<file path="src/rtl/register_bank.sv">
// MIPS architectural register file: 31 flopped registers plus a hardwired $zero,
// one synchronous write port, every register exposed on its own output.
module register_bank #(
  parameter int                     WORD_LENGTH = 32,
  parameter logic [WORD_LENGTH-1:0] GP_RESET    = 32'h1000_8000,
  parameter logic [WORD_LENGTH-1:0] SP_RESET    = 32'h7FFF_EFFC
) (
  input  logic                   clk,
  input  logic                   reset,
  input  logic                   Reg_Write,
  input  logic [4:0]             Write_Register,
  input  logic [WORD_LENGTH-1:0] Write_Data,
  output logic [WORD_LENGTH-1:0] Reg_0,
  output logic [WORD_LENGTH-1:0] Reg_1,
  output logic [WORD_LENGTH-1:0] Reg_2,
  output logic [WORD_LENGTH-1:0] Reg_3,
  output logic [WORD_LENGTH-1:0] Reg_4,
  output logic [WORD_LENGTH-1:0] Reg_5,
  output logic [WORD_LENGTH-1:0] Reg_6,
  output logic [WORD_LENGTH-1:0] Reg_7,
  output logic [WORD_LENGTH-1:0] Reg_8,
  output logic [WORD_LENGTH-1:0] Reg_9,
  output logic [WORD_LENGTH-1:0] Reg_10,
  output logic [WORD_LENGTH-1:0] Reg_11,
  output logic [WORD_LENGTH-1:0] Reg_12,
  output logic [WORD_LENGTH-1:0] Reg_13,
  output logic [WORD_LENGTH-1:0] Reg_14,
  output logic [WORD_LENGTH-1:0] Reg_15,
  output logic [WORD_LENGTH-1:0] Reg_16,
  output logic [WORD_LENGTH-1:0] Reg_17,
  output logic [WORD_LENGTH-1:0] Reg_18,
  output logic [WORD_LENGTH-1:0] Reg_19,
  output logic [WORD_LENGTH-1:0] Reg_20,
  output logic [WORD_LENGTH-1:0] Reg_21,
  output logic [WORD_LENGTH-1:0] Reg_22,
  output logic [WORD_LENGTH-1:0] Reg_23,
  output logic [WORD_LENGTH-1:0] Reg_24,
  output logic [WORD_LENGTH-1:0] Reg_25,
  output logic [WORD_LENGTH-1:0] Reg_26,
  output logic [WORD_LENGTH-1:0] Reg_27,
  output logic [WORD_LENGTH-1:0] Reg_28,
  output logic [WORD_LENGTH-1:0] Reg_29,
  output logic [WORD_LENGTH-1:0] Reg_30,
  output logic [WORD_LENGTH-1:0] Reg_31
);

  // Index 0 has no storage; decode and flops cover 1..31 only.
  logic [31:1]                  wr_en;
  logic [31:1][WORD_LENGTH-1:0] regs_d, regs_q;

  always_comb begin
    wr_en  = '0;
    regs_d = regs_q;
    for (int i = 1; i < 32; i++) begin
      wr_en[i] = Reg_Write && (Write_Register == 5'(i));
      if (wr_en[i]) regs_d[i] = Write_Data;
    end
  end

  always_ff @(posedge clk) begin
    if (reset) begin
      for (int i = 1; i < 32; i++)
        regs_q[i] <= (i == 28) ? GP_RESET : (i == 29) ? SP_RESET : '0;
    end else begin
      regs_q <= regs_d;
    end
  end

  assign Reg_0  = '0;
  assign Reg_1  = regs_q[1];
  assign Reg_2  = regs_q[2];
  assign Reg_3  = regs_q[3];
  assign Reg_4  = regs_q[4];
  assign Reg_5  = regs_q[5];
  assign Reg_6  = regs_q[6];
  assign Reg_7  = regs_q[7];
  assign Reg_8  = regs_q[8];
  assign Reg_9  = regs_q[9];
  assign Reg_10 = regs_q[10];
  assign Reg_11 = regs_q[11];
  assign Reg_12 = regs_q[12];
  assign Reg_13 = regs_q[13];
  assign Reg_14 = regs_q[14];
  assign Reg_15 = regs_q[15];
  assign Reg_16 = regs_q[16];
  assign Reg_17 = regs_q[17];
  assign Reg_18 = regs_q[18];
  assign Reg_19 = regs_q[19];
  assign Reg_20 = regs_q[20];
  assign Reg_21 = regs_q[21];
  assign Reg_22 = regs_q[22];
  assign Reg_23 = regs_q[23];
  assign Reg_24 = regs_q[24];
  assign Reg_25 = regs_q[25];
  assign Reg_26 = regs_q[26];
  assign Reg_27 = regs_q[27];
  assign Reg_28 = regs_q[28];
  assign Reg_29 = regs_q[29];
  assign Reg_30 = regs_q[30];
  assign Reg_31 = regs_q[31];

endmodule
</file>
<file path="config.mk">
export PLATFORM = sky130hd
export DESIGN_NAME = register_bank
export DESIGN_NICKNAME = d
export VERILOG_FILES = /design/src/rtl/register_bank.sv
export SDC_FILE = /design/constraint.sdc
export NUM_CORES = 2
export LEC_CHECK = 0
export ABC_AREA = 0
export CORE_AREA = 2 2 416 418
export DETAILED_ROUTE_END_ITERATION = 6
export DIE_AREA = 0 0 418 420
export GPL_TIMING_DRIVEN = 0
export PLACE_DENSITY = 0.47
export SYNTH_ARGS = -nofsm -noshare
export SYNTH_HDL_FRONTEND = slang
export SYNTH_SLANG_ARGS = --single-unit
</file>
<file path="constraint.sdc">
create_clock -name clk -period 1.7 [get_ports clk]
set_clock_uncertainty 0.15 [all_clocks]
set_input_delay 0.17 -clock clk [delete_from_list [all_inputs] [get_ports clk]]
set_output_delay 0.17 -clock clk [all_outputs]
set_load 0.03 [all_outputs]
</file>
## After elaboration in Yosys (flattened, before gate mapping)

Index checks and enable logic that the tools add are counted.

- Equality and inequality tests: 31
- Reduce and logical (&&, ||, !) cells: 31

Operator list:

| cell | count |
|---|---|
| $eq 5x5->1 const B | 16 |
| $eq 5x4->1 const B | 8 |
| $logic_and 1x1->1 | 31 |
| $eq 5x3->1 const B | 4 |
| $eq 5x2->1 const B | 2 |
| $eq 5x1->1 const B | 1 |

- Flip-flop bits (word level): 992
- Output and inout bits: 1024

## Longest topological paths before layout

- Depth after elaboration: 2
- Gate-level depth with buffers: 6

## Worst setup path after synthesis

Ideal clock, no wire load.

- Path kind: input to register
- Start: in reset
- End: reg regs_q (netlist bit Reg_10[12])
- Slack: 0.278 ns
- Arrival time: 1.139 ns
- Stages: 6
- Cell sequence: buf_2 buf_2 buf_2 nand2b_1 clkbuf_1 mux2i_1

RTL lines:

| element | line | text |
|---|---|---|
| start: declaration | 9 | `input logic reset,` |
| end signal: indexed assignment | 63 | `regs_q[i] <= (i == 28) ? GP_RESET : (i == 29) ? SP_RESET : '0;` |
| end signal: assignment | 65 | `regs_q <= regs_d;` |
| end: declaration | 49 | `logic [31:1][WORD_LENGTH-1:0] regs_d, regs_q;` |

==> out/summary.md <==
The internal power of the cells totals 41.0 mW. The synthesized netlist contains 18 unique library cells. For the number of slew-limit violations in the final report, the log shows 0. For this run, the post-layout net count is 4653. Measured on the finished design, the core utilization comes to 31.3%. After detailed routing, the number of remaining DRC violations is 0. The most area-hungry cell type in the Yosys netlist is dfxtp_1.

Power density relative to cell area: 1020 nW/um2. By area the synthesized netlist is led by dfxtp_1 52%, mux2i_1 25%, nand2b_1 16%. In the global route stage, overall resource usage came out at 22.1%. Setup violations remaining at the end of the flow were counted as 9. The data required time at the worst endpoint was 2140 ps; the overall die height was 420 um.

The number of clock buffers added by TritonCTS is 118. The largest individual stage delay along the critical path comes from the cell clkbuf_2. The number of nets with antenna violations after routing was 0. Counting flops and latches in the post-synthesis netlist gives 992. After detailed routing, the number of vias per cell comes to 4.18.

The number of global-route vias before repair is 29300, and the part of the cycle the worst path needs is 102%. Static timing analysis puts the maximum clock frequency at 0.575 GHz. The tools report the maximum number of pins on one net before global-route repair as 17.

For the latest clock arrival within the worst-skew pair, the log shows 730 ps. The leakage power figure was 27.9 nW. The area share of the largest cell type after synthesis came out at 52.0%. Final worst-path setup slack: -38.5 ps.

The tools report the clock sink count as 992. The final reports fail on setup timing. The fraction of power spent switching nets was 24.9%; the area after detailed placement was 51400 um2.

The synthesized netlist occupies a cell area of 38200 um2. The total area inside the core boundary comes to 171000 um2. Max-cap violations in this run came to 0.

Category of the worst setup path launch point: a primary input. The overall power came out at 54.6 mW. The setup path with the least slack is of type in2reg. The number of buffers and inverters on the critical path is 3.

The placed wire-length estimate was 153000 um; the post-synthesis sequential area ratio was 52.0%. Port buffering added 1030 buffers. For this run, the slowest stage of the critical path takes 610 ps. At the pin with the least slew margin, the transition time is 1110 ps. In the synthesized netlist, the number of instances is 3405. The average routed wire per standard cell works out to 28.9 um.

The type of element capturing the critical path was a register. TritonCTS built the clock tree. The top cell types in the final layout, fill and taps aside, are 989 x nand2b_1, 966 x mux2i_1, 928 x dfxtp_1. The first-pass iteration count of the detailed router was 4. Among the stages of the critical path, the cell type that occurs most often is clkbuf_2.

With fillers left out, the area of the finished cells amounts to 53500 um2. In this run the worst path has a maximum fanout of 10. Walking the worst path, the cells encountered are buf_4 -> clkbuf_2 -> nand2b_1 -> clkbuf_2 -> mux2i_1. During I/O placement, the number of pins put on the boundary was 1064. In the final layout, the share of cells above drive strength 1 is 32.1%. Average cell area after synthesis: 11.2 um2. Cell family contributing the most delay on the critical path: buffers and inverters. For this design the total switching power over the nets is 13.6 mW. In this run, the clock network consumes 50.5% of the power. The horizontal die dimension is 418 um. The buffer cell driving the clock tree root is clkbuf_16. The flow ran to the end, but the final reports show violations. The worst path needs 1740 ps of the cycle, external delays included.

For this configuration, the core starts out at a cell density of 22.3%. During synthesis, Yosys emitted a total of 0 warnings. After the first detailed-routing iteration, the DRC count stood at 1445.

IR analysis of the VDD net gives a maximum drop of 0.789 mV. Global routing finished with a remaining overflow of 0. The first global-routing pass estimated 264000 um of wire. The clock tree synthesis step divided the H-tree into 3 levels.

The number of antenna violations at the first check in global routing is 29, and the number of fill cells in the layout is 17800. The clock-pin slew on the worst setup and hold paths is 60 ps. Of the total power, registers draw 43.0%. Headroom to the max-slew limit came out at 25.8%. Setup repair after global routing left no endpoint under its margin. Number of hold violations in the final report: 0. The clock passes through at most 3 buffers.

The placement row count is 152. The min-delay analysis places its worst path in the category in2reg. The routed design has 202000 um of wire.

The final RePlAce weighted congestion was 0.794; the area added between synthesis and finish was 40.1%. Data arrival time of the critical path: 2180 ps. The run gives 176000 um2 as the die footprint.

The detailed router placed 29100 vias in this run. Combinational logic burns 6.5% of the power. The commonest non-fill, non-tap cell in the layout was nand2b_1.
==> Yosys cell counts, drive strengths merged <==
cell and n:
a211o 26, and2 2, and3 26, and4 1, and4b 3, and4bb 3, buf 144, clkbuf 207
conb 1, dfxtp 992, mux2i 966, nand2 30, nand2b 994, nor2 7, nor2b 2, nor4b 1
==> worst paths after layout <==
kind | start | to | slack (ps) | cells past startpoint
max | reset | Reg_19[26] | -40 | 5
min | Write_Data[1] | Reg_3[1] | 90 | 3
max reg2reg | Reg_29[30] | Reg_29[30] | 830 | 1
min reg2reg | Reg_29[20] | Reg_29[20] | 310 | 1
==> power groups by stage <==
stage / clock network, mW / logic, mW / registers [mW]
2_1_floorplan: 0 / 1.39 / 24.4
3_3_place_gp: 0 / 3.58 / 24.0
3_5_place_dp: 0 / 3.59 / 24.0
4_1_cts: 28.3 / 3.61 / 23.5
5_1_grt: 29.1 / 3.69 / 23.5
6_report: 27.6 / 3.53 / 23.5
==> final cells by class <==
cell class / instances / area [um2] / area share [%]
clock inverter: 53 / 766 / 1.43
timing repair buffer: 1060 / 7770 / 14.5
multi-input combinational: 2093 / 16800 / 31.4
clock buffer: 168 / 3440 / 6.44
antenna: 21 / 52.6 / 0.0982
sequential: 992 / 20000 / 37.3
buffer: 348 / 1920 / 3.59
tap: 2233 / 2790 / 5.22
==> through the flow <==
stage | cells | hold WS, ps | setup TNS (ps) | setup slack [ps]
global placement | 6699 | 295 | -1356760 | -2430
finish | 6968 | 86.6 | -193 | -38.5
detailed placement | 6701 | 299 | -1336220 | -2360
CTS | 6949 | 38.3 | -39270 | -201
floorplan | 3436 | 191 | 0 | 278
global route | 6953 | 92.5 | 0 | 0.187
==> per-layer routing <==
layer | vias to the layer above | GRT usage (%) | wire length, um
met1 | 14300 | 24.9 | 79500
li1 | 13600 | - | -
met5 | - | 0 | 49
met3 | 293 | 6.01 | 12600
met4 | 8 | 11.5 | 10300
met2 | 902 | 38.1 | 99200
==> cell families after synthesis <==
group                  count (synthesis)  synth area share, %
DFF                                  992                 52.0
AOI/OAI and AO/OA                     26                0.596
other                                  1              0.00982
and+or+nand+nor                     1069                 17.4
buffers and inverters                351                 4.64
muxes                                966                 25.3
==> timing repair <==
item	in CTS	in global routing
hold buffers	27	0
endpoints found under the setup margin	1978	694
pin swaps	1	0
buffers inserted	1	0
endpoints found under the hold margin	28	0
gates resized for setup	5082	493
No activity file was read; power rests on OpenSTA's default activity.
